===== src/rtl/shift_seq.sv =====
`default_nettype none
// ============================================================================
// Module   : shift_seq
// Purpose  : Multicycle barrel-shift unit. Selects a shift amount from the
//            immediate shamt field, the low bits of the B operand register or
//            a fixed constant. Performs pass/sll/srl/sra/rol/ror STEP bit
//            positions per cycle under a start/done handshake.
// Ports    : clk        - clock, rising edge
//            rst_n      - asynchronous active-low reset
//            start      - request an operation (sampled in IDLE only)
//            abort      - cancel an in-flight operation
//            shamt_sel  - 00 imm_shamt, 01 reg_b low bits, 1x CONST_SHAMT
//            shift_op   - 000 pass, 001 sll, 010 srl, 011 sra, 100 rol,
//                         101 ror, 11x pass
//            data_in    - operand to shift
//            imm_shamt  - instruction shamt field
//            reg_b      - B operand register
//            busy       - high while not IDLE
//            done       - one-cycle completion pulse
//            result     - last completed result
// Revision : 1.0 - initial release
// ============================================================================
module shift_seq #(
   parameter int WIDTH       = 32,
   parameter int SHAMT_W     = 5,
   parameter int STEP        = 1,
   parameter int CONST_SHAMT = 24
) (
   input  logic               clk,
   input  logic               rst_n,
   input  logic               start,
   input  logic               abort,
   input  logic [1:0]         shamt_sel,
   input  logic [2:0]         shift_op,
   input  logic [WIDTH-1:0]   data_in,
   input  logic [SHAMT_W-1:0] imm_shamt,
   input  logic [WIDTH-1:0]   reg_b,
   output logic               busy,
   output logic               done,
   output logic [WIDTH-1:0]   result
);

   typedef enum logic [1:0] {
      IDLE  = 2'd0,
      SHIFT = 2'd1,
      DONE  = 2'd2
   } state_t;

   localparam logic [2:0] OP_SLL = 3'b001;
   localparam logic [2:0] OP_SRL = 3'b010;
   localparam logic [2:0] OP_SRA = 3'b011;
   localparam logic [2:0] OP_ROL = 3'b100;
   localparam logic [2:0] OP_ROR = 3'b101;

   localparam logic [SHAMT_W-1:0] STEP_AMT  = SHAMT_W'(STEP);
   localparam logic [SHAMT_W-1:0] CONST_AMT = SHAMT_W'(CONST_SHAMT);
   localparam logic [SHAMT_W:0]   WIDTH_AMT = (SHAMT_W+1)'(WIDTH);

   state_t             state;
   state_t             state_nxt;
   logic [WIDTH-1:0]   work;
   logic [2:0]         op_q;
   logic [SHAMT_W-1:0] rem;

   logic [SHAMT_W-1:0] amount;
   logic               start_pass;
   logic [SHAMT_W-1:0] step_amt;
   logic [SHAMT_W:0]   inv_amt;
   logic               last_step;
   logic [WIDTH-1:0]   shifted;

   // Only the low SHAMT_W bits of reg_b carry a shift amount.
   logic unused_reg_b_hi;
   assign unused_reg_b_hi = ^reg_b[WIDTH-1:SHAMT_W];

   // ------------------------------------------------------------------------
   // Amount selection and start classification
   // ------------------------------------------------------------------------
   always_comb begin
      amount = CONST_AMT;
      case (shamt_sel)
         2'b00:   amount = imm_shamt;
         2'b01:   amount = reg_b[SHAMT_W-1:0];
         default: amount = CONST_AMT;
      endcase
   end

   // Unused op codes and zero amounts complete straight from IDLE.
   assign start_pass = (amount == '0) || (shift_op == 3'b000) ||
                       (shift_op > OP_ROR);

   // ------------------------------------------------------------------------
   // One shift step: s = min(STEP, remaining)
   // ------------------------------------------------------------------------
   assign step_amt  = (rem < STEP_AMT) ? rem : STEP_AMT;
   // step_amt never reaches WIDTH, so the complementary rotate part is valid.
   assign inv_amt   = WIDTH_AMT - {1'b0, step_amt};
   assign last_step = (rem == step_amt);

   always_comb begin
      shifted = work;
      case (op_q)
         OP_SLL:  shifted = work << step_amt;
         OP_SRL:  shifted = work >> step_amt;
         // The MSB is never changed by sra, so it always holds the sign of
         // the original operand.
         OP_SRA:  shifted = $unsigned($signed(work) >>> step_amt);
         OP_ROL:  shifted = (work << step_amt) | (work >> inv_amt);
         OP_ROR:  shifted = (work >> step_amt) | (work << inv_amt);
         default: shifted = work;
      endcase
   end

   // ------------------------------------------------------------------------
   // FSM
   // ------------------------------------------------------------------------
   always_ff @(posedge clk or negedge rst_n) begin
      if (!rst_n) begin
         state <= IDLE;
      end else begin
         state <= state_nxt;
      end
   end

   always_comb begin
      state_nxt = state;
      case (state)
         IDLE: begin
            if (start && !abort) begin
               state_nxt = start_pass ? DONE : SHIFT;
            end
         end
         SHIFT: begin
            // Abort wins over a completing final step.
            if (abort) begin
               state_nxt = IDLE;
            end else if (last_step) begin
               state_nxt = DONE;
            end
         end
         DONE:    state_nxt = IDLE;
         default: state_nxt = IDLE;
      endcase
   end

   // ------------------------------------------------------------------------
   // Datapath and registered outputs
   // ------------------------------------------------------------------------
   always_ff @(posedge clk or negedge rst_n) begin
      if (!rst_n) begin
         work   <= '0;
         op_q   <= 3'b000;
         rem    <= '0;
         result <= '0;
         busy   <= 1'b0;
         done   <= 1'b0;
      end else begin
         busy <= (state_nxt != IDLE);
         done <= (state_nxt == DONE);
         case (state)
            IDLE: begin
               if (start && !abort) begin
                  work <= data_in;
                  op_q <= shift_op;
                  rem  <= amount;
                  if (start_pass) begin
                     result <= data_in;
                  end
               end
            end
            SHIFT: begin
               if (!abort) begin
                  work <= shifted;
                  rem  <= rem - step_amt;
                  if (last_step) begin
                     result <= shifted;
                  end
               end
            end
            default: begin
            end
         endcase
      end
   end

endmodule
`default_nettype wire


===== config.mk =====
export PLATFORM = sky130hd
export DESIGN_NAME = shift_seq
export DESIGN_NICKNAME = d
export VERILOG_FILES = /design/src/rtl/shift_seq.sv
export SDC_FILE = /design/constraint.sdc
export NUM_CORES = 1
export LEC_CHECK = 0
export BUFFER_PORTS_ARGS = -buffer_cell sky130_fd_sc_hd__buf_2
export CAP_MARGIN = 20
export CORE_MARGIN = 2
export CORE_UTILIZATION = 52
export DETAILED_ROUTE_END_ITERATION = 12
export GPL_ROUTABILITY_DRIVEN = 0
export HOLD_SLACK_MARGIN = 0.15
export PLACE_DENSITY_LB_ADDON = 0.25
export SLEW_MARGIN = 20
export SYNTH_ARGS = -nofsm -noshare
export SYNTH_HDL_FRONTEND = slang
export SYNTH_SLANG_ARGS = --single-unit

===== constraint.sdc =====
create_clock -name clk -period 3.5 [get_ports clk]
set_clock_uncertainty 0.15 [all_clocks]
set_input_delay 0.35 -clock clk [delete_from_list [all_inputs] [get_ports clk]]
set_output_delay 0.35 -clock clk [all_outputs]
set_load 0.01 [all_outputs]

=== Word-level counts from Yosys, hierarchy flattened ===
Cells that the tools add are included.

* Bits in registers: 76
* Input bits: 78
* Output and inout bits: 34
* Logic and storage cells: 63

* Add/sub/neg operators: 2
* Order comparisons: 2
* Eq/ne operators: 13
* Shift operators: 5
* Muxes and demuxes: 19
* Bitwise operators: 2
* Reduce and logical (&&, ||, !) cells: 13

{| class="wikitable"
|+ Operator list
! operator !! count
|-
| 32-bit two-way mux || 6
|-
| 32-bit one-hot mux with 5 select lines || 1
|-
| 32-bit one-hot mux with 2 select lines || 2
|-
| 32-bit OR || 2
|-
| 32-bit by 5-bit left shift with 32-bit output || 1
|-
| 32-bit by 6-bit left shift with 32-bit output || 1
|-
| 32-bit by 5-bit right shift with 32-bit output || 1
|-
| 32-bit by 6-bit right shift with 32-bit output || 1
|-
| 32-bit by 5-bit >>> shifter with 32-bit output || 1
|-
| 5-bit one-hot mux with 2 select lines || 2
|-
| 5-bit two-way mux || 3
|-
| 2-bit two-way mux || 4
|-
| 2-bit inequality test (second input constant) || 4
|-
| 3-bit by 2-bit equality test with 1-bit output (second input constant) || 2
|-
| 3-bit equality test (second input constant) || 2
|-
| 6-bit by 5-bit subtractor with 6-bit output (first input constant) || 1
|-
| 5-bit equality test || 1
|-
| 5-bit zero test || 1
|-
| 5-bit by 1-bit less-than comparator with 1-bit output (second input constant) || 1
|-
| 5-bit AND reduction || 1
|-
| 5-bit subtractor || 1
|-
| 2-bit by 1-bit equality test with 1-bit output (second input constant) || 2
|-
| 2-bit zero test || 2
|-
| 2-bit one-hot mux with 2 select lines || 1
|-
| other kinds (10) || 12
|}

=== Logic depth before layout (Yosys ltp) ===
* Depth in word-level cells: 9
* Gate-level depth with buffers: 15
* Depth with buffers taken out: 10

=== Least setup slack after synthesis ===
Ideal clock, no wire load.

* Kind: reg-to-reg
* From: register rem[2]
* To: register result[18]
* Setup time: 137 ps
* Arrival: 3194 ps
* Required time: 3213 ps
* Slack: 18 ps
* Cell stages (with the launch flop): 15
* Buffers on the path: 6
* Clock period less this slack: 3482 ps
* Cells stage by stage: dfrtp_1 > buf_6 > nor3_4 > nand2_2 > clkinv_1 > buf_4 > clkbuf_1 > ha_1 > buf_2 > buf_2 > inv_1 > clkbuf_1 > mux4_2 > a211oi_1 > o31ai_1

* Cells in the longest elaborated chain, start to end: 9
* Elaborated cells between the ends (all ways): 17
* Classes of those cells: add/sub: 1; order compare: 1; eq/ne: 2; shift: 5; mux: 5; bitwise: 2; reduce/logical: 1

{| class="wikitable"
|+ Ends and longest elaborated chain
! item !! RTL line !! text
|-
| start, declared || 63 || <nowiki>logic [SHAMT_W-1:0] rem;</nowiki>
|-
| start signal, assigned || 165 || <nowiki>rem <= amount;</nowiki>
|-
| start signal, assigned || 174 || <nowiki>rem <= rem - step_amt;</nowiki>
|-
| 5-bit by 1-bit less-than comparator with 1-bit output || 95 || <nowiki>assign step_amt = (rem < STEP_AMT) ? rem : STEP_AMT;</nowiki>
|-
| 5-bit two-way mux || 95 ||
|-
| 6-bit by 5-bit subtractor with 6-bit output || 97 || <nowiki>assign inv_amt = WIDTH_AMT - {1'b0, step_amt};</nowiki>
|-
| 32-bit by 6-bit left shift with 32-bit output or 32-bit by 6-bit right shift with 32-bit output (tied branches) || 109, 108 ||
|-
| 32-bit OR (on tied branches) || 109, 108 ||
|-
| 32-bit one-hot mux with 5 select lines || 102 || <nowiki>case (op_q)</nowiki>
|-
| 32-bit two-way mux || 175 || <nowiki>if (last_step) begin</nowiki>
|-
| 32-bit two-way mux || 172 || <nowiki>if (!abort) begin</nowiki>
|-
| 32-bit one-hot mux with 2 select lines || 160 || <nowiki>case (state)</nowiki>
|-
| end signal, assigned || 167 || <nowiki>result <= data_in;</nowiki>
|-
| end signal, assigned || 176 || <nowiki>result <= shifted;</nowiki>
|-
| end, declared || 40 || <nowiki>output logic [WIDTH-1:0] result</nowiki>
|}

Several ways; a longest one is shown, not always the timed one. The select of a mux whose other input is x is not followed.
A chain may end at the register's enable or synchronous reset.

=== Worst setup path in the final report ===
* From: register rem[1]
* To: register result[14]

The elaborated chain is that of the path after synthesis.

==> metrics.csv <==
metric,value,unit
yosysUniqueCellTypes,74,
drc,0,
maxCapViolCount,0,
rsz0062_at_grt,no,
final_common_cell,buf_2,
cts_tree,built,
cts_root_buf,clkbuf_16,
crit_path_start_kind,register,
r2r-start,rem[1],
dp_hpwl,13500,um
die-area,0.0127,mm^2
grt_max_degree,77,
netlist.area_leader.share,0.309,
power_per_cell_area,822,mW/mm^2
vias_per_cell,6.92,
worstHoldPathType,input pin to register,
avgSynthCellArea,8.18,um^2
rrSetupSlack,240,ps
post_cts_buffers,0,
row_count,39,
synthArstFlopShare,1.00,
antenna_found_initial,0,
grt_pass1_wl,32100,um
p_leak,2.88,nW
syn_inst,753,
synthFlopType,dfrtp_1,
ir_drop,0.423,mV
fp.dieH,113,um
cp-startpoint,rem[1],
ant_nets,0,
cts_resized,0,
wl_met3,2170,um
final_nets,870,
fin_crit,3260,ps
yosysWarnings,0,
final_cell_mix,"buf_2, dfrtp_1, a21oi_1",
clock_path_buffers,2,
tns,0,ps
io_pins,112,
cp-endpoint,result[14],
cts_buffers,9,
synth_area,0.00616,mm^2
clock.fmax,307,MHz
fin_ws,245,ps
vias,6488,
die_w,113,um
r2r-end,result[14],
routedWlPerCell,21.2,um
finalMaxSlewViolations,0,
h-tree-depth,3,
drive_above_1_share,0.228,
drtPass1Iterations,5,
fillers,1008,
setup_violations,0,
worst_setup_path_end_kind,register,
synth_seq_area_share,0.309,
grt_overflow,0,
routed.top_layer,met4,
worstSkewPairLatency,340,ps
rr_worst_depth,10,
synth_nets,833,
wl_met2,8750,um
relSlewSlack,0.306,
syn2layout_area_growth,13.7,%
pre_cts_slack,367,ps
grt_usage,0.315,
drtIter0Drc,793,
cp.arrival,3330,ps
core_area,0.0115,mm^2
timing.final.crit_share,0.930,
routed_wl,19900,um
hold_viol,0,
outcome,"complete, no violations",
path_class,register to register,
worst_pin_slew,1010,ps
path_max_fanout,27,
antenna_cells,0,
clk_pin_slew_worst_paths,60,ps
synth_area_leaders,"dfrtp_1, mux2i_1, a21oi_1, mux2_2, nor2_1",
wl_met1,7980,um
grt_pass1_vias,6172,
port_buffers,84,
initial_core_util,0.537,
synth-edff-count,0,
ys_ff_latch,76,
synth.largest_area_cell,dfrtp_1,
cp_data_required_time,3570,ps
cts.sinks,76,
[state kept, by name, indices dropped and copies added, names as in the netlist]
signal  cells
done        1
work       32
result     32
busy        1
rem         5
op_q        3
state       2
[where the power goes]
group,switching (mW),internal [mW]
Combinational,1.50,1.19
Sequential,0.744,1.26
Clock,0.377,0.698
[worst min-delay path by stage]
stage	startpoint	end	slack (ps)	depth (start not counted)
3_5_place_dp	result[24]	result[24]	320	2
5_1_grt	data_in[13]	result[13]	220	3
4_1_cts	data_in[13]	work[13]	180	3
6_report	data_in[14]	result[14]	180	3
3_3_place_gp	result[18]	result[18]	310	2
2_1_floorplan	rst_n	busy	-100	0
[cells by family after synthesis]
| kind of cell | count (synthesis) | synth area share |
|---|---|---|
| mux | 76 | 0.144 |
| compound gates | 280 | 0.306 |
| other cells | 1 | 0.000609 |
| fa+ha+maj | 3 | 0.00569 |
| simple gates | 208 | 0.161 |
| buf+inv | 109 | 0.0740 |
| flops | 76 | 0.309 |
[layout make-up]
cell class	count	area (um^2)	area share
repair buffers	123	733	0.105
multi-input cells	568	3800	0.543
clock buffers	10	229	0.0327
well taps	143	179	0.0255
inverters	12	45.0	0.00643
flip-flops and latches	76	1900	0.272
clock inverters	6	111	0.0159
[cell usage after synthesis, types with 8 or more instances]
| library cell | n |
|---|---|
| nand2_1 | 59 |
| nor2_1 | 65 |
| inv_1 | 10 |
| o31ai_1 | 11 |
| o22ai_1 | 13 |
| o2111ai_1 | 8 |
| buf_1 | 11 |
| nand2b_1 | 14 |
| o211ai_1 | 14 |
| a21oi_1 | 71 |
| clkbuf_1 | 63 |
| a221oi_1 | 10 |
| nor3_1 | 18 |
| a211oi_1 | 24 |
| buf_2 | 18 |
| o21ai_0 | 48 |
| mux2i_1 | 38 |
| dfrtp_1 | 76 |
| nand3_1 | 13 |
| a31oi_1 | 16 |
| mux2_2 | 31 |
[worst max-delay path, stage by stage (launching register included)]
cell and delay (ps):
dfrtp_1 510, nor3_4 80, nand2_2 110, clkinv_1 90
ha_1 340, buf_4 330, mux4_2 370, a2111oi_0 750
buf_4 230, or3_1 100, a21oi_1 60
[repair_timing]
item                       4_1_cts  5_1_grt
setup endpoints to repair        0        0
hold buffers                     7        0
hold endpoints to repair        85        0
[stage by stage]
stage	util	instances	power (mW)	hold slack, ps	instance area [um^2]
6_report	0.611	938	5.76	184	7000
5_1_grt	0.611	938	6.10	217	7000
4_1_cts	0.611	938	5.68	177	7000
3_5_place_dp	0.575	915	4.57	318	6590
3_3_place_gp	0.575	915	4.48	308	6590
2_1_floorplan	-	753	3.70	-95.6	6160
[layer usage]
layer / vias to the layer above / global-route usage
li1: 2898 / -
met1: 3052 / 0.433
met2: 452 / 0.474
met3: 86 / 0.0723
met4: 0 / 0.146
met5: - / 0
(Power assumes the default switching activity.)
